<file path="config.mk">
export PLATFORM = sky130hd
export DESIGN_NAME = fifo_wr_arbiter
export DESIGN_NICKNAME = d
export VERILOG_FILES = /design/src/rtl/fifo_wr_arbiter.sv
export SDC_FILE = /design/constraint.sdc
export NUM_CORES = 1
export LEC_CHECK = 0
export CAP_MARGIN = 20
export CORE_ASPECT_RATIO = 0.5
export CORE_UTILIZATION = 46
export CTS_CLUSTER_SIZE = 16
export DETAILED_ROUTE_END_ITERATION = 16
export GPL_TIMING_DRIVEN = 0
export PLACE_DENSITY = 0.86
export REMOVE_ABC_BUFFERS = 1
export SLEW_MARGIN = 0
export SYNTH_ARGS = -nofsm -noshare
export SYNTH_HDL_FRONTEND = slang
export SYNTH_SLANG_ARGS = --single-unit
</file>
<file path="constraint.sdc">
create_clock -name wclk -period 4.55 [get_ports wclk]
set_input_delay 0.91 -clock wclk [delete_from_list [all_inputs] [get_ports wclk]]
set_output_delay 0.91 -clock wclk [all_outputs]
set_load 0.005 [all_outputs]
</file>
<file path="src/rtl/fifo_wr_arbiter.sv">
// Round-robin arbiter sharing the dual_clk_fifo write port among NUM_REQ producers.
// Optional WARB_STALL_CNT_EN adds a saturating stall_cnt output.
module fifo_wr_arbiter #(
    parameter int unsigned NUM_REQ   = 4,
    parameter int unsigned DATESIZE  = 8,
    parameter int unsigned MAX_BURST = 4,
    localparam int unsigned IDXW     = $clog2(NUM_REQ)
) (
    input  logic                         wclk,
    input  logic                         wrst_n,
    input  logic [NUM_REQ-1:0]           req,
    input  logic [NUM_REQ*DATESIZE-1:0]  req_data,
    output logic [NUM_REQ-1:0]           gnt,
    input  logic                         wfull,
    input  logic                         almost_full,
    output logic                         winc,
    output logic [DATESIZE-1:0]          wdata,
    output logic [IDXW-1:0]              cur_owner,
`ifdef WARB_STALL_CNT_EN
    output logic [15:0]                  stall_cnt,
`endif
    output logic                         busy
);

    localparam int unsigned BCW = $clog2(MAX_BURST + 1);

    typedef enum logic {StIdle, StBurst} state_e;

    state_e                r_state, w_state_d;
    logic [IDXW-1:0]       r_owner, w_owner_d;
    logic [IDXW-1:0]       r_last, w_last_d;
    logic [BCW-1:0]        r_beat_cnt, w_beat_d;
    logic                  r_winc;
    logic [DATESIZE-1:0]   r_wdata, w_wdata_d;

    logic                  w_own_req;
    logic [DATESIZE-1:0]   w_own_data;
    logic                  w_accept;
    logic                  w_burst_end;
    logic [NUM_REQ-1:0]    w_others;
    logic [IDXW:0]         w_pick_idle;
    logic [IDXW:0]         w_pick_next;

    // First set bit of mask scanning upward from start with wrap; MSB flags a hit.
    function automatic logic [IDXW:0] f_pick(input logic [NUM_REQ-1:0] mask,
                                             input int unsigned start);
        logic [IDXW:0] res;
        int unsigned   j;
        res = '0;
        for (int unsigned k = 0; k < NUM_REQ; k++) begin
            j = start + k;
            if (j >= NUM_REQ) j = j - NUM_REQ;
            if (!res[IDXW] && mask[j]) res = {1'b1, IDXW'(j)};
        end
        return res;
    endfunction

    always_comb begin
        w_own_data = '0;
        for (int unsigned i = 0; i < NUM_REQ; i++) begin
            if (r_owner == IDXW'(i)) w_own_data = req_data[i*DATESIZE +: DATESIZE];
        end
    end

    assign w_own_req = req[r_owner];
    // An in-flight write plus almost_full means the FIFO's last slot is already taken.
    assign w_accept  = wrst_n && (r_state == StBurst) && w_own_req && !wfull
                       && !(almost_full && r_winc);
    assign w_burst_end = (r_state == StBurst)
                         && ((w_accept && (r_beat_cnt == BCW'(MAX_BURST - 1))) || !w_own_req);
    assign w_others    = req & ~(NUM_REQ'(1) << r_owner);
    assign w_pick_idle = f_pick(req, 32'(r_last) + 32'd1);
    assign w_pick_next = f_pick(w_others, 32'(r_owner) + 32'd1);

    always_comb begin
        gnt = '0;
        for (int unsigned i = 0; i < NUM_REQ; i++) begin
            gnt[i] = w_accept && (r_owner == IDXW'(i));
        end
    end

    always_comb begin
        w_state_d = r_state;
        w_owner_d = r_owner;
        w_last_d  = r_last;
        w_beat_d  = r_beat_cnt;
        w_wdata_d = w_accept ? w_own_data : r_wdata;
        unique case (r_state)
            StIdle: begin
                if (|req) begin
                    w_owner_d = w_pick_idle[IDXW-1:0];
                    w_beat_d  = '0;
                    w_state_d = StBurst;
                end
            end
            StBurst: begin
                if (w_accept) w_beat_d = r_beat_cnt + BCW'(1);
                if (w_burst_end) begin
                    w_last_d = r_owner;
                    w_beat_d = '0;
                    if (w_pick_next[IDXW]) begin
                        w_owner_d = w_pick_next[IDXW-1:0];
                    end else begin
                        w_state_d = StIdle;
                    end
                end
            end
            default: w_state_d = StIdle;
        endcase
    end

    always_ff @(posedge wclk) begin
        if (!wrst_n) begin
            r_state    <= StIdle;
            r_owner    <= '0;
            r_last     <= IDXW'(NUM_REQ - 1);
            r_beat_cnt <= '0;
            r_winc     <= 1'b0;
            r_wdata    <= '0;
        end else begin
            r_state    <= w_state_d;
            r_owner    <= w_owner_d;
            r_last     <= w_last_d;
            r_beat_cnt <= w_beat_d;
            r_winc     <= w_accept;
            r_wdata    <= w_wdata_d;
        end
    end

`ifdef WARB_STALL_CNT_EN
    logic [15:0] r_stall_cnt;

    always_ff @(posedge wclk) begin
        if (!wrst_n) begin
            r_stall_cnt <= '0;
        end else if ((r_state == StBurst) && w_own_req && !w_accept
                     && (r_stall_cnt != 16'hFFFF)) begin
            r_stall_cnt <= r_stall_cnt + 16'd1;
        end
    end

    assign stall_cnt = r_stall_cnt;
`endif

    assign winc      = r_winc;
    assign wdata     = r_wdata;
    assign cur_owner = r_owner;
    assign busy      = (r_state == StBurst);

endmodule

</file>
=== After elaboration in Yosys (flattened, before gate mapping) ===
Index checks and enable logic that the tools add are counted.
Widths: inputs -> output; s select.

* Equal/unequal tests: 8
* Add/subtract/negate cells: 17
* Reductions and logical operators: 32
* Mux-type cells: 50
* Magnitude comparators: 17
* Bitwise gates (word level): 3
* Shift-type cells: 1

{| class="wikitable"
|+ Operators with widths
! cell !! count
|-
| $lt 32x3->1 const B || 8
|-
| $mux 32 || 8
|-
| $mux 8 || 4
|-
| $mux 3 || 10
|-
| $sub 4x3->5 const B || 6
|-
| $ge 4x3->1 const B || 6
|-
| $bmux 1 s2 || 9
|-
| $logic_and 1x1->1 || 17
|-
| $add 3x2->4 const B || 4
|-
| $mux 1 || 12
|-
| $logic_not 1->1 || 9
|-
| $add 3x1->4 const B || 2
|-
| $mux 2 || 4
|-
| $sub 3x3->4 const B || 2
|-
| $add 2x1->3 const B || 2
|-
| $ge 3x3->1 const B || 2
|-
| $pmux 3 s2 || 1
|-
| $and 4x4->4 || 1
|-
| $eq 2x2->1 const B || 2
|-
| $ne 2x1->1 const B || 2
|-
| $not 4->4 || 1
|-
| $pmux 2 s2 || 1
|-
| $reduce_and 2->1 || 2
|-
| $reduce_or 4->1 || 1
|-
| 12 further kinds || 12
|}

* Word-level logic and storage cells: 134
* Register bits after elaboration: 17
* Output and inout port bits: 16
* Input port bits: 40

=== Longest topological paths before layout ===
Gate-level depths: netlist of run 1.

* Depth after elaboration: 18
* Mapped depth: 10
* Depth with buffers taken out: 8

=== Worst setup path after synthesis of run 1 ===
OpenSTA, ideal clock, no wires.

* Path kind: input -> output
* Start point: input req[3]
* End point: output gnt[0]
* Required time: 3640 ps
* Stages: 2
* Setup slack: 1999 ps
* Data arrival time: 1641 ps
* Path buffers: 0
* Path through: mux4_2 -> and3_2

* Cells in the longest elaborated chain, start to end: 6

{| class="wikitable"
|+ Ends and longest elaborated chain
! item !! line !! text
|-
| start, declared || 11 || <nowiki>input logic [NUM_REQ-1:0] req,</nowiki>
|-
| $bmux 1 s2 || 65 || <nowiki>assign w_own_req = req[r_owner];</nowiki>
|-
| $mux 1 (implied by the code) || 65 ||
|-
| $logic_and 1x1->1 (2 in series) || 67 || <nowiki>assign w_accept = wrst_n && (r_state == StBurst) && w_own_req && !wfull</nowiki>
|-
| $logic_and 1x1->1 || 68 || <nowiki>&& !(almost_full && r_winc);</nowiki>
|-
| $logic_and 1x1->1 || 78 || <nowiki>gnt[i] = w_accept && (r_owner == IDXW'(i));</nowiki>
|-
| end, declared || 13 || <nowiki>output logic [NUM_REQ-1:0] gnt,</nowiki>
|}

No other way between the ends. The select of a mux whose other input is x is not followed.

=== Worst setup path in the final report of run 1 ===
* Start point: input wrst_n
* End point: output gnt[2]

* Cells in the longest elaborated chain, start to end: 5

{| class="wikitable"
|+ Ends and longest elaborated chain
! item !! line !! text
|-
| start, declared || 10 || <nowiki>input logic wrst_n,</nowiki>
|-
| $logic_and 1x1->1 (3 in series) || 67 ||
|-
| $logic_and 1x1->1 || 68 ||
|-
| $logic_and 1x1->1 || 78 ||
|}

No other way between the ends.

==> summary.md, run 1 <==
| Metric | Value |
|---|---|
| Combinational family with the most area after synthesis | `compound AO/OA/AOI/OAI gates` |
| Setup Skew | `around 0.0028 ns` |
| Vias | `1413` |
| Largest net degree at the start of global routing | `20` |
| Xor and xnor fraction of the mapped netlist area | `0%` |
| Synth Register Bits | `17` |
| FMAX | `~260 MHz` |
| Simple-Gate Fraction of Synth Area | `between 20% and 30%` |
| Final Critical Period | `between 3 and 4 ns` |
| Vias in the first global route | `1168` |
| Row count | `13` |
| Crit-path slowest cell | `clkdlybuf4s50_1` |
| Status | `finished clean` |
| Clock transition at the registers of the reported paths | `0.06 ns` |
| Req. time, crit path | `about 3.6 ns` |
| Post-CTS setup buffers | `0` |
| Worst hold margin | `roughly 0.45 ns` |
| Total CTS buffers | `3` |
| Endpoint class of the critical path | `output port` |
| Mux cell area share after synthesis | `2.49%` |
| Diodes inserted | `0` |
| Crit path largest cell delay | `a little under 0.9 ns` |
| WP depth | `4` |
| Synth warn | `0` |
| TritonRoute pass-1 iters | `4` |
| Post-Syn Area | `1310 sq um` |
| Final Max Tran Viols | `0` |
| Synth Area in Compound Gates | `36.9%` |
| Wire length per cell | `14.9 um` |
| Max_slew headroom | `52.1%` |
| RSZ-0062 raised after global routing | `false` |
| GP Congestion | `roughly 0.91` |
| Grt total ovfl | `0` |
| Worst-path fanout max | `18` |
| Ys flop type | `dfxtp_1` |
| Cts hold-fix bufs | `0` |
| Hold path start | `r_beat_cnt[2]` |
| CP Launch Type | `input pin` |
| Drc violations | `0` |
| Adder-cell share of the synthesized area | `between 5 and 6%` |
| Async set-or-reset flop fraction in the synthesized netlist | `0%` |
| Deepest clock path buffer count | `2` |
| Via/cell ratio | `about 5.8` |
| Nets | `255` |
| Die Ht | `between 30 and 40 um` |
| Cells along the critical path | `clkdlybuf4s50_1 -> and3_2 -> and3_2 -> clkdlybuf4s50_1` |
| Slew @ Worst Pin | `between 0.7 and 0.8 ns` |
| Total GRT Usage | `around a quarter` |
| Peak supply drop | `~0.00015 V` |
| Hold Path Class | `reg -> reg` |
| P per Cell Area | `~310 nW/um^2` |
| Sequential fraction of the synthesis area | `about a quarter` |
| CTS H-tree lvls | `1` |
| I/O Buffers | `between 50 and 60` |
| Final TNS setup | `0 ns` |
| Area Growth Syn to Fin | `43.5%` |
| Worst r2r path cells | `8` |
| # IOs | `56` |
| Maxcap violations | `0` |
| Leakage | `0.788 nW` |
| Syn Inst Count | `~160` |
| Final ANT Viol Nets | `0` |
| Die outline area | `3070 sq um` |
| Layout cell share with drive strength beyond 1 | `~8.7%` |
| Die Width | `about 77 um` |
| Worst setup path startpoint | `wrst_n` |
| Fin. Hold Viols | `0` |
| Global-route wire length before repair | `between 5000 and 6000 um` |
| Initial antenna violation count | `0` |
| Cell count of the worst hold path | `2` |
| First DRT Iteration DRCs | `184` |
| CP Data Arrival Time | `a little under 3 ns` |
| Final setup fails | `0` |
| TritonCTS clock tree | `done` |
| Final HPWL DP | `roughly 2600 um` |
| Period Utilization, post-route | `85.0%` |
| Syn Area/Cell | `8.11 sq um` |
| Worst path bufs/invs | `2` |
| CP delay by family, top | `buffers and inverters` |
| Core Area | `around 2600 sq um` |
| FF-to-FF Start | `cur_owner[0]` |
| Initial Utilization | `approximately 50%` |
| Number of flops mapped to enable cells by yosys | `0` |
| Kind of critical path | `in -> out` |
| Clock sink count | `17` |
| # resized after CTS | `0` |
| Clock Latency Late Sink | `around 0.25 ns` |
| Clock Root Buffer | `clkbuf_8` |
| Unique masters post-synth | `between 40 and 50` |
| Post-Route WL | `approximately 3700 um` |
==> cells in the mapped netlist (all sizes together), types with 3 or more instances <==
cell type  number  area share, %
a21oi          13            5.0
a22oi           8            4.6
and3            5            2.9
buf             7            4.2
clkbuf          5            1.4
dfxtp          17             26
ha              6            5.8
inv             8            2.3
nand2          18            5.4
nand2b          5            2.4
nor2           12            3.5
nor2b           4            1.9
o211a           8            6.1
o211ai         11            7.1
o21ai           3            1.4
or3             3            1.4
==> cells in the final DEF, fill, tap and decap left out, types with 2 or more instances in the layout <==
| master | synthesis | final |
|---|---|---|
| a21boi_1 | 2 | 2 |
| a21oi_1 | 13 | 13 |
| a22oi_1 | 8 | 8 |
| a31oi_1 | 2 | 2 |
| and3_2 | 5 | 5 |
| clkbuf_8 | 0 | 3 |
| clkdlybuf4s50_1 | 0 | 55 |
| dfxtp_1 | 17 | 17 |
| ha_1 | 6 | 6 |
| inv_1 | 8 | 8 |
| nand2_1 | 17 | 17 |
| nand2b_1 | 5 | 5 |
| nand3_1 | 2 | 2 |
| nand3b_1 | 2 | 2 |
| nor2_1 | 12 | 12 |
| nor2b_1 | 4 | 4 |
| o211a_1 | 8 | 8 |
| o211ai_1 | 9 | 9 |
| o211ai_2 | 2 | 2 |
| o21ai_0 | 2 | 2 |
| o221ai_1 | 2 | 2 |
| o31ai_1 | 2 | 2 |
| or3_1 | 3 | 3 |
==> per-stage QoR <==
step	total power, mW	instances	worst slack (ns)	area, sq um	utilization [%]
3_5_place_dp	0.468	241	0.745	1830	69.4
3_3_place_gp	0.460	241	0.744	1830	69.4
5_1_grt	0.622	245	0.645	1870	71.1
6_report	0.583	245	0.684	1870	71.1
2_1_floorplan	0.361	149	2.00	1230	-
4_1_cts	0.583	245	0.725	1870	71.1
==> per-layer routing <==
metal / track usage (%) / routed length (um) / vias to the layer above
met4: 5.66 / 43 / 0
met3: 5.35 / 271 / 6
li1: - / - / 691
met5: 0 / 0 / -
met1: 28.5 / 1560 / 655
met2: 42.7 / 1780 / 61
==> power breakdown <==
part / internal [mW] / total [mW] / switching (mW)
logic: 0.136 / 0.285 / 0.148
clock network: 0.0622 / 0.114 / 0.0515
registers: 0.164 / 0.185 / 0.0208
total: 0.363 / 0.583 / 0.221
==> worst min-delay path, stage by stage (launching register included) <==
cell	delay (ns)
dfxtp_1	0.31
nand2_1	0.05
a21boi_1	0.05
==> sequential cells by signal (all words and copies together) (netlist names) <==
signal and flops:
cur_owner 2, r_beat_cnt 3, busy 1, r_last 2, wdata 8, winc 1
==> final timing paths <==
kind | to | slack, ns
max | gnt[2] | 0.68
min reg2reg | r_beat_cnt[2] | 0.45
max reg2reg | cur_owner[0] | 1.92
min | r_beat_cnt[2] | 0.45
==> logic make-up (layout without fill, tap and decap cells) <==
| logic type | after synthesis | after routing |
|---|---|---|
| buffers and inverters | 20 | 67 |
| muxes | 2 | 2 |
| DFF | 17 | 17 |
| and+or+nand+nor | 54 | 54 |
| AOI/OAI and AO/OA | 62 | 62 |
| adders and majority gates | 6 | 6 |
==> final cells by class <==
class	instances	area (sq um)
fill	228	762
tap	37	46.3
inverter	8	30.0
sequential	17	340
multi-input combinational	124	861
clock buffer	4	45.0
timing repair buffer	55	551
(Power assumes the default switching activity.)
==> inputs of run 2 (changes only) <==
- CORE_UTILIZATION: 46 -> 38
- PLACE_DENSITY: 0.86 -> 0.76
- clock period: 4.55 -> 3.42 ns (I/O delays scaled with it)
==> summary.md, run 2 (same netlist as run 1, synthesis figures left out) <==
| Metric | Value |
|---|---|
| Status | `finished clean` |
| Final ANT Viol Nets | `0 (unchanged)` |
| Hold path start | `r_beat_cnt[2]` |
| Worst r2r path cells | `8 (unchanged)` |
| Total GRT Usage | `21.6% (-1.7 points)` |
| Sequential Power Share | `31.4% (-0.3 points)` |
| Largest net degree at the start of global routing | `20 (unchanged)` |
| Global-route wire length before repair | `6280 um (+17%)` |
| Die outline area | `3690 sq um (+20%)` |
| Post-CTS setup buffers | `0 (unchanged)` |
| Max_slew headroom | `53.5% (+1.4 points)` |
| GP Congestion | `0.894 (-2.3%)` |
| Worst slack at placement | `0.0717 ns (-0.673 ns)` |
| Flip-flop count of the largest register after layout | `8 (unchanged)` |
| Peak supply drop | `0.000189 V (+24%)` |
| Worst setup path startpoint | `req[0]` |
| CP Launch Type | `input pin` |
| Die Width | `84.9 um (+9.8%)` |
| Setup Skew | `0.00535 ns (+0.00251 ns)` |
| Cts hold-fix bufs | `0 (unchanged)` |
| # placed instances | `244 (+1.2%)` |
| TritonCTS clock tree | `done` |
| Final TNS setup | `0 ns (unchanged)` |
| Period Utilization, post-route | `91.8%` |
| Net Sw Power | `303 uW (+37%)` |
| Total power | `784 uW (+34%)` |
| Endpoint class of the critical path | `output port` |
| Req. time, crit path | `2.74 ns (-0.90 ns)` |
| Post-DP Area | `1830 sq um (+0.21%)` |
| Area Growth Syn to Fin | `44.1%` |
| Post-route cell area | `1880 sq um (+0.40%)` |
| TritonRoute pass-1 iters | `5 (+1)` |
| Initial antenna violation count | `0 (unchanged)` |
| Clock Root Buffer | `clkbuf_8` |
| Via/cell ratio | `5.63 (-2.4%)` |
| Core Area | `3140 sq um (+19%)` |
| Gate power share | `48.8% (about the same)` |
| Worst setup margin | `0.281 ns (-0.403 ns)` |
| Row count | `14 (+1)` |
| Post-Route WL | `3790 um (+3.7%)` |
| Clock transition at the registers of the reported paths | `0.07 ns (about the same)` |
| RSZ-0062 raised after global routing | `false` |
| Hold Path Class | `reg -> reg` |
| Layout cell share with drive strength beyond 1 | `9.13% (+0.48 points)` |
| P per Cell Area | `417 nW/um^2 (+34%)` |
| Nets | `255 (unchanged)` |
| Final HPWL DP | `2690 um (+3.0%)` |
| Vias | `1396 (-1.2%)` |
| # resized after CTS | `0 (unchanged)` |
| Grt total ovfl | `0 (unchanged)` |
| Total CTS buffers | `3 (unchanged)` |
| Maxcap violations | `0 (unchanged)` |
| Worst hold margin | `0.453 ns (-0.00132 ns)` |
| Kind of critical path | `in -> out` |
| Wire length per cell | `15.3 um (+2.4%)` |
| I/O Buffers | `55 (unchanged)` |
| Initial Utilization | `41.6% (-7.9 points)` |
| Switching Fraction | `38.7% (+0.87 points)` |
| Slew @ Worst Pin | `0.698 ns (-0.0215 ns)` |
| Final Max Tran Viols | `0 (unchanged)` |
| FF-to-FF Start | `cur_owner[0]` |
| Clk pwr share | `19.8% (+0.3 points)` |
| CTS H-tree lvls | `1 (unchanged)` |
| Clock sink count | `17 (unchanged)` |
| Diodes inserted | `0 (unchanged)` |
| Final Critical Period | `3.14 ns` |
| Commonest non-fill, non-tap cell in the layout | `clkdlybuf4s50_1` |
| Deepest clock path buffer count | `2 (unchanged)` |
| Die Ht | `43.4 um (+9.5%)` |
| Non-filler instance count after layout | `248 (+1.2%)` |
| Worst-path fanout max | `7 (-11)` |
| Leakage | `0.800 nW (+1.5%)` |
| # IOs | `56 (unchanged)` |
| Most frequent cells in the layout | `clkdlybuf4s50_1 (54), nand2_1 (17), dfxtp_1 (17), a21oi_1 (13), nor2_1 (12)` |
| Internal Power | `481 uW (+33%)` |
| Vias in the first global route | `1312 (+12%)` |
| Fin. Hold Viols | `0 (unchanged)` |
| Drc violations | `0 (unchanged)` |
| Fill cells | `292 (+28%)` |
| Final setup fails | `0 (unchanged)` |
| Clock Latency Late Sink | `0.26 ns (about the same)` |
| FMAX | `between 300 and 400 MHz` |
| Finished Core Util | `60.0% (-11 points)` |
| First DRT Iteration DRCs | `114 (-38%)` |
| CP Data Arrival Time | `2.45 ns (-0.51 ns)` |
| Cell count of the worst hold path | `2 (unchanged)` |
run 2: metal layers:
layer	track usage [%]	part of all wire [%]	vias up
li1	-	-	693
met4	2.37	0.34	0
met2	38.0	48	38
met5	0	0	-
met3	5.52	4.7	2
met1	28.1	47	663
run 2: critical path: stages:
cell,delay [ns]
clkdlybuf4s50_1,0.51
mux4_2,0.58
and3_2,0.24
clkdlybuf4s50_1,0.44
run 2: worst paths after layout:
check,endpoint,slack (ns)
worst min-delay path,r_beat_cnt[2],0.45
worst max-delay path,gnt[0],0.28
worst min register to register,r_beat_cnt[2],0.45
worst max register to register,cur_owner[0],0.77
run 2: cell type report:
cell class	instances	area, sq um	share of cell area, %
Clock buffer	3	41.3	2.20
Clock inverter	1	5.00	0.266
Inverter	8	30.0	1.60
Multi-Input combinational cell	124	861	45.8
Sequential cell	17	340	18.1
Tap cell	40	50.0	2.66
Timing Repair Buffer	55	553	29.4
run 2: power groups by stage:
| stage | combinational, mW | sequential, mW | clock (mW) |
|---|---|---|---|
| floorplan | 0.235 | 0.245 | 0 |
| global placement | 0.369 | 0.249 | 0 |
| detailed placement | 0.374 | 0.250 | 0 |
| CTS | 0.379 | 0.245 | 0.159 |
| global route | 0.419 | 0.249 | 0.166 |
| finish | 0.383 | 0.246 | 0.155 |
==> inputs of run 3 (changes only) <==
- clock period: 3.42 -> 2.86 ns (I/O delays scaled with it)
==> summary.md, run 3 (same netlist as run 1, synthesis figures left out) <==
| Metric | Value |
|---|---|
| Status | `finished clean` |
| Clock Root Buffer | `clkbuf_8` |
| Initial Utilization | `41.6% (unchanged)` |
| Die outline area | `3690 sq um (unchanged)` |
| Wire length per cell | `15.3 um (about the same)` |
| P per Cell Area | `499 nW/um^2 (+20%)` |
| Largest net degree at the start of global routing | `20 (unchanged)` |
| Req. time, crit path | `2.29 ns (-0.45 ns)` |
| GP Congestion | `0.894 (unchanged)` |
| Setup Skew | `0.00574 ns (+0.000396 ns)` |
| Period Utilization, post-route | `a little over nine tenths` |
| Clock transition at the registers of the reported paths | `0.07 ns (about the same)` |
| Deepest clock path buffer count | `2 (unchanged)` |
| Cell count of the worst hold path | `2 (unchanged)` |
| Max_slew headroom | `53.8% (+0.30 points)` |
| Cells along the critical path | `ha_1 -> and3_2 -> clkdlybuf4s50_1` |
| Total GRT Usage | `21.5% (-0.084 points)` |
| RSZ-0062 raised after global routing | `false` |
| Cts hold-fix bufs | `0 (unchanged)` |
| Maxcap violations | `0 (unchanged)` |
| Final Max Tran Viols | `0 (unchanged)` |
| Worst setup path startpoint | `cur_owner[0]` |
| Post-route cell area | `1900 sq um (+0.80%)` |
| Final ANT Viol Nets | `0 (unchanged)` |
| Global-route wire length before repair | `6250 um (-0.45%)` |
| Endpoint class of the critical path | `output port` |
| Total power | `946 uW (+21%)` |
| Most frequent cells in the layout | `clkdlybuf4s50_1 (50), nand2_1 (17), dfxtp_1 (17), a21oi_1 (13), nor2_1 (12)` |
| Row count | `14 (unchanged)` |
| Core Area | `3140 sq um (unchanged)` |
| Flip-flop count of the largest register after layout | `8 (unchanged)` |
| Worst setup margin | `0.157 ns (-0.124 ns)` |
| Layout cell share with drive strength beyond 1 | `11.0% (+1.9 points)` |
| Finished Core Util | `60.5% (+0.48 points)` |
| Clock Latency Late Sink | `0.26 ns (about the same)` |
| FF-to-FF Start | `cur_owner[0]` |
| Worst slack at placement | `-0.264 ns (-0.336 ns)` |
| Die Width | `84.9 um (unchanged)` |
| # IOs | `56 (unchanged)` |
| TritonRoute pass-1 iters | `5 (unchanged)` |
| Slew @ Worst Pin | `0.692 ns (-0.00595 ns)` |
| TritonCTS clock tree | `done` |
| Post-Route WL | `3810 um (+0.50%)` |
| Worst-path fanout max | `12 (+5)` |
| Vias | `1438 (+3.0%)` |
| Via/cell ratio | `5.78 (+2.6%)` |
| Final HPWL DP | `2690 um (unchanged)` |
| Final setup fails | `0 (unchanged)` |
| CP Launch Type | `flop` |
| Die Ht | `43.4 um (unchanged)` |
| Worst r2r path cells | `8 (unchanged)` |
| Hold path start | `r_beat_cnt[2]` |
| Commonest non-fill, non-tap cell in the layout | `clkdlybuf4s50_1` |
| Leakage | `0.828 nW (+3.6%)` |
| CP Data Arrival Time | `2.13 ns (-0.32 ns)` |
| I/O Buffers | `55 (unchanged)` |
| Vias in the first global route | `1326 (+1.1%)` |
| Nets | `256 (+0.39%)` |
| Total CTS buffers | `3 (unchanged)` |
| FMAX | `about 370 MHz` |
| Fin. Hold Viols | `0 (unchanged)` |
| Post-DP Area | `1830 sq um (unchanged)` |
| Grt total ovfl | `0 (unchanged)` |
| Area Growth Syn to Fin | `45.3%` |
| Clock sink count | `17 (unchanged)` |
| Crit-path slowest cell | `dfxtp_1` |
| Hold Path Class | `reg -> reg` |
| Final Critical Period | `approximately 2.7 ns` |
| Drc violations | `0 (unchanged)` |
| First DRT Iteration DRCs | `109 (-4.4%)` |
| Initial antenna violation count | `0 (unchanged)` |
| Kind of critical path | `reg -> out` |
| Crit path largest cell delay | `0.58 ns (about the same)` |
| Diodes inserted | `0 (unchanged)` |
| Peak supply drop | `0.000227 V (+20%)` |
| CTS H-tree lvls | `1 (unchanged)` |
## run 3: area by class of cell
cell class                 count  area (sq um)
clock buffer                   3          41.3
clock inverter                 1          5.00
fill                         289          1240
inverter                       8          30.0
multi-input combinational    124           866
sequential                    17           340
tap                           40          50.0
timing repair buffer          56           563
## run 3: power breakdown
| group | internal [mW] | switching (mW) | leakage, nW |
|---|---|---|---|
| registers | 0.261 | 0.0343 | 0.139 |
| logic | 0.222 | 0.243 | 0.664 |
| clock network | 0.0968 | 0.0885 | 0.0255 |
## run 3: critical path: cells and delay by family (launching register included)
family / cells / cell delay, ns
adder cells (fa/ha/maj): 1 / 0.53
buffers and inverters: 1 / 0.50
flip-flops: 1 / 0.58
AND/OR/NAND/NOR: 1 / 0.27
## run 3: repair_timing
item                       4_1_cts  5_1_grt
setup endpoints to repair        4        4
buffers inserted                 1        0
gates resized for setup          3        6
## run 3: worst paths after layout
check	endpoint	slack, ns
min reg2reg	r_beat_cnt[2]	0.45
max	gnt[1]	0.16
min	r_beat_cnt[2]	0.45
max reg2reg	cur_owner[0]	0.38
## run 3: routing by layer
layer  GRT usage, %  part of all wire (%)
met5              0                     0
met1           27.4                    46
met3           5.52                   5.1
met4           2.37                  0.34
met2           38.7                    49
## run 3: stage by stage
stage | hold slack (ns) | cells | TNS [ns]
2_1_floorplan | 0.431 | 149 | 0
3_3_place_gp | 0.437 | 244 | -1.02
3_5_place_dp | 0.449 | 244 | -1.04
4_1_cts | 0.458 | 249 | 0
5_1_grt | 0.495 | 249 | 0
6_report | 0.452 | 249 | 0
==> RTL edit: new RTL, settings of run 2 <==
The option `WARB_STALL_CNT_EN` is turned on by a define.
--- a/src/rtl/fifo_wr_arbiter.sv
+++ b/src/rtl/fifo_wr_arbiter.sv
@@ -2,2 +2,4 @@
 // Optional WARB_STALL_CNT_EN adds a saturating stall_cnt output.
+`define WARB_STALL_CNT_EN
+
 module fifo_wr_arbiter #(
Function (old outputs only; new: stall_cnt): kept (equiv_simple and equiv_induct, registers matched by name and starting in step).
==> RTL edit against run 2 <==
- utilization shrank 2.5 points
- clock skew grew 0.0021 ns
- sequential power is 74% higher
- sequential cell count up 16
- cell count is 57% higher
- hold slack improved by 0.048 ns
- area after synthesis is 59% higher
- register-to-register slack gained 0.08 ns
- worst setup slack worse by 0.14 ns
- count of clock-buffer cells in the layout is 2 higher
- design area is 55% higher
- power up 34%
- wire length up 38%
- highest routed layer unchanged
==> RTL edit: results (changes against run 2) <==
\begin{tabular}{lr}
\hline
Metric & Value \\
\hline
\multicolumn{2}{l}{\textbf{Power}} \\
Peak supply drop & 0.1739 mV (was 0.1895 mV) \\
Power share of the sequential group & 0.409 (was 0.314) \\
\multicolumn{2}{l}{\textbf{Yosys}} \\
Area contributors post-synth & sky130\_fd\_sc\_hd\_\_dfxtp\_1 32\%, sky130\_fd\_sc\_hd\_\_and2\_1 5.7\%, sky130\_fd\_sc\_hd\_\_nand2\_1 5.2\%, sky130\_fd\_sc\_hd\_\_o211ai\_1 4.7\%, sky130\_fd\_sc\_hd\_\_xnor2\_1 4.6\% (was sky130\_fd\_sc\_hd\_\_dfxtp\_1 26\%, sky130\_fd\_sc\_hd\_\_o211a\_1 6.1\%, sky130\_fd\_sc\_hd\_\_ha\_1 5.8\%, sky130\_fd\_sc\_hd\_\_o211ai\_1 5.2\%, sky130\_fd\_sc\_hd\_\_a21oi\_1 5.0\%) \\
Multiplexer fraction of the synthesized cell area & 0.02047 (was 0.02493) \\
Synthesized-area fraction occupied by xor and xnor cells & 0.06321 (was 0) \\
Synthesized-area fraction occupied by adder cells & 0.04214 (was 0.05753) \\
Post-synthesis compound-gate area fraction & 0.2390 (was 0.3691) \\
\multicolumn{2}{l}{\textbf{Worst hold path}} \\
Number of cells on the worst hold path & 1 (was 2) \\
\multicolumn{2}{l}{\textbf{Floorplanning}} \\
Die outline width & 106.6 um (was 84.88 um) \\
Row count & 18 (was 14) \\
\multicolumn{2}{l}{\textbf{Global route}} \\
Maximum number of pins on one net before global-route repair & 35 (was 20) \\
Global-route wire length before repair & 8266 um (was 6279 um) \\
Met3 routing resource usage after global routing & 0.03571 (was 0.05524) \\
\multicolumn{2}{l}{\textbf{Detailed routing}} \\
First-iteration detailed-routing DRC count & 78 (was 114) \\
Vias & 2031 (was 1396) \\
Routed wl met2 & 2599 um (was 1804 um) \\
Wire length per cell after detailed routing & 13.46 um (was 15.29 um) \\
\multicolumn{2}{l}{\textbf{Layout}} \\
Layout cell share with drive strength beyond 1 & 0.07210 (was 0.09135) \\
Final Instance Count excl. Fillers & 389 (was 248) \\
Number of flip-flops under the largest register name & 16 (was 8) \\
\multicolumn{2}{l}{\textbf{Place}} \\
Cell count after placement & 380 (was 244) \\
Routability cong. & 0.8053 (was 0.8938) \\
\multicolumn{2}{l}{\textbf{Critical path}} \\
Largest incremental delay on the critical path & 0.50 ns (was 0.58 ns) \\
\multicolumn{2}{l}{\textbf{Status}} \\
Result of the run & finished clean (unchanged) \\
\multicolumn{2}{l}{\textbf{Clock tree}} \\
Clock Latency Late Sink & 0.29 ns (was 0.26 ns) \\
Post-CTS setup repair buffer count & 1 (was 0) \\
\hline
\end{tabular}
==> RTL edit: changes by cell type in the layout (fill, tap and decap cells not counted), sizes merged, moves of 3 or more <==
cell / change
xor2: +4
dfxtp: +16
nand4: +8
buf: +3
nand2: +11
o21ai: +9
clkdlybuf4s50: +12
and2: +19
nand3: +6
xnor2: +11
==> RTL edit: layout make-up <==
class	count	area, um^2
tap	70	87.58
sequential	33	660.6
multi-input combinational	198	1333
fill	478	2166
timing repair buffer	73	730.7
clock buffer	5	68.82
inverter	7	26.28
clock inverter	3	17.52
==> RTL edit: path summary, 6_finish.rpt <==
check / from / end / slack [ns]
max: wrst_n / gnt[3] / 0.14
min reg2reg: wdata[6]$_SDFFE_PN0P_ / wdata[6]$_SDFFE_PN0P_ / 0.50
max reg2reg: cur_owner[0]$_SDFFE_PN0P_ / cur_owner[1]$_SDFFE_PN0P_ / 0.85
min: wdata[6]$_SDFFE_PN0P_ / wdata[6]$_SDFFE_PN0P_ / 0.50
